===== config.mk =====
export PLATFORM = sky130hd
export DESIGN_NAME = hack_run_ctrl_flat
export DESIGN_NICKNAME = d
export VERILOG_FILES = /design/src/rtl/hack_run_ctrl_if.sv /design/src/rtl/hack_run_ctrl.sv /design/src/flat_wrapper.sv
export SDC_FILE = /design/constraint.sdc
export NUM_CORES = 1
export LEC_CHECK = 0
export ABC_AREA = 1
export CAP_MARGIN = 25
export CORE_UTILIZATION = 35
export DETAILED_ROUTE_END_ITERATION = 8
export GPL_ROUTABILITY_DRIVEN = 0
export PLACE_DENSITY = 0.68
export SKIP_LAST_GASP = 1
export SLEW_MARGIN = 0
export SYNTH_ARGS = -nofsm -noshare
export SYNTH_HDL_FRONTEND = slang
export SYNTH_SLANG_ARGS = --single-unit

===== constraint.sdc =====
create_clock -name clk -period 3.3 [get_ports clk]
set_clock_uncertainty 0.15 [all_clocks]
set_input_delay 0.66 -clock clk [delete_from_list [all_inputs] [get_ports clk]]
set_output_delay 0.66 -clock clk [all_outputs]
set_load 0.05 [all_outputs]

===== src/rtl/hack_run_ctrl_if.sv =====
// Program-load stream from the host loader into the Hack run controller.
// Valid/ready handshake carrying one 16-bit word per transfer plus a last-word marker.
interface hack_run_ctrl_if;
  logic        load_valid;
  logic [15:0] load_data;
  logic        load_last;
  logic        load_ready;

  modport master (
    output load_valid,
    output load_data,
    output load_last,
    input  load_ready
  );

  modport slave (
    input  load_valid,
    input  load_data,
    input  load_last,
    output load_ready
  );
endinterface


===== src/rtl/hack_run_ctrl.sv =====
// Hack CPU run controller: streams a program into ROM, pulses CPU reset, runs to halt or budget.
// Optional macro HALT_DETECT_EN enables pc-loop halt detection; without it every run is fixed-length.
//
// state  | meaning
// -------+------------------------------------------------------------
// S_IDLE | waiting for start; CPU held in reset
// S_LOAD | accepting program words into ROM
// S_RST  | one-cycle CPU reset pulse after load; pc history cleared
// S_RUN  | CPU released; counting cycles, watching for halt or budget
// S_DONE | run finished; CPU held in reset, results held
module hack_run_ctrl #(
  parameter int ROM_AW     = 4,
  parameter int MAX_CYCLES = 1000
) (
  input  logic              clk,
  input  logic              reset,
  input  logic              start,
  input  logic              abort,
  hack_run_ctrl_if.slave    ld,
  output logic              rom_we,
  output logic [ROM_AW-1:0] rom_addr,
  output logic [15:0]       rom_wdata,
  output logic              cpu_reset,
  input  logic [15:0]       cpu_pc,
  output logic              busy,
  output logic              done,
  output logic              timeout,
  output logic [15:0]       cycles
);

  typedef enum logic [2:0] {
    S_IDLE = 3'd0,
    S_LOAD = 3'd1,
    S_RST  = 3'd2,
    S_RUN  = 3'd3,
    S_DONE = 3'd4
  } state_t;

  localparam logic [ROM_AW-1:0] ADDR_LAST = '1;
  localparam logic [15:0]       CYC_LIMIT = 16'(MAX_CYCLES);
  localparam logic [15:0]       CYC_SAT   = 16'hFFFF;

  state_t            state_q, state_d;
  logic [ROM_AW-1:0] rom_addr_q, rom_addr_d;
  logic [15:0]       cycles_q, cycles_d;
  logic              done_q, done_d;
  logic              timeout_q, timeout_d;
  logic              load_ready_q, load_ready_d;
  logic              cpu_reset_q, cpu_reset_d;
  logic              busy_q, busy_d;

  logic              accept;
  logic              halt;
  logic [15:0]       cycles_inc;

`ifdef HALT_DETECT_EN
  localparam logic BUDGET_TIMEOUT = 1'b1;

  logic [15:0] pc_d1_q, pc_d1_d;
  logic [15:0] pc_d2_q, pc_d2_d;
  logic [1:0]  hist_cnt_q, hist_cnt_d;

  // A repeat of either of the last two pcs means the program sits in its terminal loop.
  always_comb begin
    pc_d1_d    = pc_d1_q;
    pc_d2_d    = pc_d2_q;
    hist_cnt_d = hist_cnt_q;
    halt       = (hist_cnt_q == 2'd2) &&
                 ((cpu_pc == pc_d1_q) || (cpu_pc == pc_d2_q));
    if (!abort) begin
      if (state_q == S_RST) begin
        pc_d1_d    = '0;
        pc_d2_d    = '0;
        hist_cnt_d = 2'd0;
      end else if (state_q == S_RUN) begin
        pc_d1_d = cpu_pc;
        pc_d2_d = pc_d1_q;
        if (hist_cnt_q != 2'd2) begin
          hist_cnt_d = hist_cnt_q + 2'd1;
        end
      end
    end
  end

  always_ff @(posedge clk or negedge reset) begin
    if (!reset) begin
      pc_d1_q    <= '0;
      pc_d2_q    <= '0;
      hist_cnt_q <= 2'd0;
    end else begin
      pc_d1_q    <= pc_d1_d;
      pc_d2_q    <= pc_d2_d;
      hist_cnt_q <= hist_cnt_d;
    end
  end
`else
  // Fixed-length runs: budget expiry is the normal end, not a timeout.
  localparam logic BUDGET_TIMEOUT = 1'b0;

  logic unused_pc;
  assign unused_pc = ^cpu_pc;
  assign halt      = 1'b0;
`endif

  assign accept     = ld.load_valid & load_ready_q;
  assign cycles_inc = (cycles_q == CYC_SAT) ? cycles_q : cycles_q + 16'd1;

  always_comb begin
    state_d    = state_q;
    rom_addr_d = rom_addr_q;
    cycles_d   = cycles_q;
    done_d     = done_q;
    timeout_d  = timeout_q;

    if (abort) begin
      state_d   = S_IDLE;
      done_d    = 1'b0;
      timeout_d = 1'b0;
    end else begin
      unique case (state_q)
        S_IDLE, S_DONE: begin
          if (start) begin
            state_d    = S_LOAD;
            rom_addr_d = '0;
            cycles_d   = '0;
            done_d     = 1'b0;
            timeout_d  = 1'b0;
          end
        end
        S_LOAD: begin
          if (accept) begin
            if (ld.load_last || (rom_addr_q == ADDR_LAST)) begin
              rom_addr_d = '0;
              state_d    = S_RST;
            end else begin
              rom_addr_d = rom_addr_q + 1'b1;
            end
          end
        end
        S_RST: begin
          state_d = S_RUN;
        end
        S_RUN: begin
          cycles_d = cycles_inc;
          // Halt takes priority when it coincides with budget exhaustion.
          if (halt) begin
            state_d   = S_DONE;
            done_d    = 1'b1;
            timeout_d = 1'b0;
          end else if (cycles_inc >= CYC_LIMIT) begin
            state_d   = S_DONE;
            done_d    = 1'b1;
            timeout_d = BUDGET_TIMEOUT;
          end
        end
        default: begin
          state_d = S_IDLE;
        end
      endcase
    end

    load_ready_d = (state_d == S_LOAD);
    cpu_reset_d  = (state_d != S_RUN);
    busy_d       = (state_d == S_LOAD) || (state_d == S_RST) || (state_d == S_RUN);
  end

  always_ff @(posedge clk or negedge reset) begin
    if (!reset) begin
      state_q      <= S_IDLE;
      rom_addr_q   <= '0;
      cycles_q     <= '0;
      done_q       <= 1'b0;
      timeout_q    <= 1'b0;
      load_ready_q <= 1'b0;
      cpu_reset_q  <= 1'b1;
      busy_q       <= 1'b0;
    end else begin
      state_q      <= state_d;
      rom_addr_q   <= rom_addr_d;
      cycles_q     <= cycles_d;
      done_q       <= done_d;
      timeout_q    <= timeout_d;
      load_ready_q <= load_ready_d;
      cpu_reset_q  <= cpu_reset_d;
      busy_q       <= busy_d;
    end
  end

  assign ld.load_ready = load_ready_q;
  assign rom_we        = accept;
  assign rom_addr      = rom_addr_q;
  assign rom_wdata     = ld.load_data;
  assign cpu_reset     = cpu_reset_q;
  assign busy          = busy_q;
  assign done          = done_q;
  assign timeout       = timeout_q;
  assign cycles        = cycles_q;

endmodule


===== src/flat_wrapper.sv =====
// flat-port wrapper written by rule: the top's interface ports become plain ports
module hack_run_ctrl_flat 
#(
  parameter int ROM_AW     = 4,
  parameter int MAX_CYCLES = 1000
)
  (clk, reset, start, abort, rom_we, rom_addr, rom_wdata, cpu_reset, cpu_pc, busy, done, timeout, cycles, ld_load_valid, ld_load_data, ld_load_last, ld_load_ready);
  hack_run_ctrl_if ld_i ();
  input  logic clk;
  input  logic reset;
  input  logic start;
  input  logic abort;
  output logic rom_we;
  output logic [ROM_AW-1:0] rom_addr;
  output logic [15:0] rom_wdata;
  output logic cpu_reset;
  input  logic [15:0] cpu_pc;
  output logic busy;
  output logic done;
  output logic timeout;
  output logic [15:0] cycles;
  input wire logic [$bits(ld_i.load_valid)-1:0] ld_load_valid;
  input wire logic [$bits(ld_i.load_data)-1:0] ld_load_data;
  input wire logic [$bits(ld_i.load_last)-1:0] ld_load_last;
  output wire logic [$bits(ld_i.load_ready)-1:0] ld_load_ready;
  assign ld_i.load_valid = ld_load_valid;
  assign ld_i.load_data = ld_load_data;
  assign ld_i.load_last = ld_load_last;
  assign ld_load_ready = ld_i.load_ready;
  hack_run_ctrl #(.ROM_AW(ROM_AW), .MAX_CYCLES(MAX_CYCLES)) u_core (.clk(clk), .reset(reset), .start(start), .abort(abort), .ld(ld_i), .rom_we(rom_we), .rom_addr(rom_addr), .rom_wdata(rom_wdata), .cpu_reset(cpu_reset), .cpu_pc(cpu_pc), .busy(busy), .done(done), .timeout(timeout), .cycles(cycles));
endmodule

==> results.tsv <==
metric	value	unit
layout cells sized above 1	13.4	%
drc violations	0	
Post-Synth Adder-Cell Area	1.32	%
Iter 0 DRT Violations	113	
Req. time, crit path	2.49	ns
postcts setup bufs	0	
pwr dens	353	nW/µm²
CTS Sinks	27	
Max Clk Rate	0.349	GHz
Synth Area in Simple Gates	35.7	%
die height	75.7	µm
CTS buffer count	3	
critical path capture point type	output port	
Clock Tree Buf Depth	2	
CP max stage delay	0.80	ns
Synth Area in Compound Gates	9.95	%
final global-route overflow total	0	
startpoint types	input port	
Post-Syn Nets	305	
Worst Max-Slew Pin Slew	0.500	ns
largest net degree at the start of global routing	28	
Vias	1660	
htree depth	1	
switching share of total power	35.9	%
Static Leakage	1.03	nW
distinct cell type count after synthesis	30	
register clock-pin slew on the reported worst setup and hold paths	0.10	ns
Post-Synthesis Cells	265	
Worst slew margin	66.6	%
Nets	324	
PostCTS Resize Cnt	0	
CP bufs+invs	3	
GRT Util Overall	16.8	%
post-synthesis register bit count	27	
clock group share of total power	26.1	%
status	finished, final reports clean	
Layout fillers	539	
switching power	0.281	mW
chip width	75.7	µm
Final setup viols	0	
Max FO, Critical Path	3	
clk_lat worst skew	0.28	ns
CP Launch Point	ld_load_valid	
DP HPWL	3150	µm
Post-Route WL	4110	µm
clk root buf	clkbuf_8	
# Max-Cap Violations	0	
Hold Crit Start	u_core.done	
vias per cell	4.70	
CTS Hold Bufs	0	
final total power	0.783	mW
most frequent cells in the layout	nand2_1 (69), inv_1 (37), clkdlybuf4s50_1 (30)	
Crit Reg-Reg Endpoint	u_core.ld.load_ready	
Hold Fails Final Rpt	0	
Setup CP Type	in2out	
hold crit path type	reg2reg	
Hold Crit Endpoint	u_core.done	
Avg Cell Area, Syn	7.17	µm²
sequential share of the synthesized area	35.6	%
cells on worst reg2reg path	16	
arrival time worst endpoint	2.05	ns
Final period util	86.8	%
critical path's top delay family	buffers and inverters	
first-pass GRT wire length	7250	µm
Area Overhead vs Synth	16.9	%
Synth Cell Area	1900	µm²
Top Ports	80	
CTS tree	built	
Crit-path slowest cell	clkdlybuf4s50_1	
multiplexer share of the synthesized area	0.527	%
commonest non-fill, non-tap cell in the layout	nand2_1	
Yosys warnings	0	
worst vdd ir	0.247	mV
reg2reg start	u_core.cycles[0]	
RSZ-0062 raised after global routing	no	
crit-path cells	clkdlybuf4s50_1 > nand2_1 > inv_1 > clkdlybuf4s50_1	
fin. max-slew vios	0	
Core Region	5170	µm²
die area	5730	µm²
Setup TNS Final	0	ns
antenna violations before repair	0	
Seq pwr share	48.3	%
hold path cells	2	
min cycle time layout	2.86	ns
vias in the first global route	1600	
Logic pwr share	25.6	%
most frequent CP cell	clkdlybuf4s50_1	
antenna viol nets, final	0	
register area	677	µm²
Int Power	0.502	mW
XOR/XNOR share of the synthesized area	1.38	%
footprint of the multi-input gates	932	µm²
Avg WL per Cell	11.6	µm
num rows	26	
Initial Util	36.7	%
DR pass1 iterations	4	
ant diodes	0	
Reg2Reg Setup Slack	0.92	ns
PortBufs	30	
largest family of logic cells by synthesized area	simple AND/OR/NAND/NOR gates	
## Yosys cell counts
master / count / area [µm²]
o22ai_1: 4 / 25.0
buf_4: 17 / 128
nand2_4: 2 / 22.5
a211oi_1: 1 / 7.51
a21oi_2: 1 / 8.76
clkinv_4: 1 / 8.76
nand3b_1: 1 / 7.51
nor3_1: 3 / 15.0
nand2_1: 69 / 259
o21ai_1: 2 / 10.0
nand4_1: 6 / 37.5
conb_1: 1 / 3.75
xor2_1: 3 / 26.3
a21oi_1: 9 / 45.0
nor2_4: 6 / 67.6
nor2_2: 8 / 50.1
ha_1: 2 / 25.0
nand3_1: 20 / 100
mux2i_1: 1 / 10.0
o32ai_1: 1 / 8.76
o21ai_0: 15 / 75.1
dfrtp_1: 26 / 651
nand2_2: 8 / 50.1
inv_2: 3 / 11.3
dfstp_2: 1 / 26.3
nor2_1: 13 / 48.8
o41ai_1: 1 / 8.76
nand3_2: 2 / 20.0
inv_1: 37 / 139
clkbuf_1: 1 / 3.75
## registers in the layout, indices dropped and copies added (netlist names)
| signal | count |
|---|---|
| u_core.state_q | 3 |
| u_core.cycles | 16 |
| u_core.rom_addr | 4 |
| u_core.done | 1 |
| u_core.cpu_reset | 1 |
| u_core.ld.load_ready | 1 |
| u_core.busy | 1 |
## metal layers
metal | vias to the layer above | GRT usage [%] | routed length, µm
met1 | 756 | 22.2 | 1890
met2 | 38 | 28.5 | 1960
li1 | 864 | - | -
met4 | 0 | 3.09 | 22
met3 | 2 | 3.70 | 233
met5 | - | 0 | 0
## worst register-to-register path, delay by kind of cell (launching register included)
family	cells	cell delay, ns
buffers and inverters	4	0.31
adder cells (fa/ha/maj)	1	0.31
flip-flops	1	0.47
AND/OR/NAND/NOR	11	1.08
## per-stage QoR
stage / util (%) / setup slack (ns) / area [µm²] / hold WS [ns] / std cells
after floorplan: - / 0.897 / 1900 / 0.214 / 265
after global placement: 42.0 / 0.433 / 2170 / 0.377 / 349
after detailed placement: 42.0 / 0.440 / 2170 / 0.373 / 349
after CTS: 42.9 / 0.432 / 2220 / 0.393 / 353
after global routing: 42.9 / 0.386 / 2220 / 0.410 / 353
final: 42.9 / 0.436 / 2220 / 0.390 / 353
## kinds of logic (layout without fill, tap and decap cells)
group | after synthesis | after routing
simple gates | 138 | 138
buf+inv | 59 | 77
compound gates | 34 | 34
flops | 27 | 27
xor+xnor | 3 | 3
fa+ha+maj | 2 | 2
other cells | 1 | 1
mux | 1 | 1
## cell type report
cell class	count	area share, %
clock buffer	3	1.86
clock inverter	1	0.338
inverter	41	7.16
multi-input combinational	179	42.0
sequential	27	30.5
tap	70	3.95
timing repair buffer	32	14.2
## worst max-delay path by stage
stage,endpoint,slack [ns],cells after the start
after CTS,rom_we,0.43,4
after detailed placement,rom_we,0.44,4
final,rom_we,0.44,4
after floorplan,u_core.busy,0.90,16
after global placement,rom_we,0.43,4
after global routing,rom_we,0.39,4
## power groups by stage
stage,Sequential [mW],Combinational [mW],Clock [mW]
global route,0.382,0.220,0.225
floorplan,0.443,0.123,0
global placement,0.385,0.199,0
finish,0.378,0.201,0.204
CTS,0.379,0.203,0.209
detailed placement,0.385,0.202,0
Note: power is estimated with default switching activity, not from simulation.
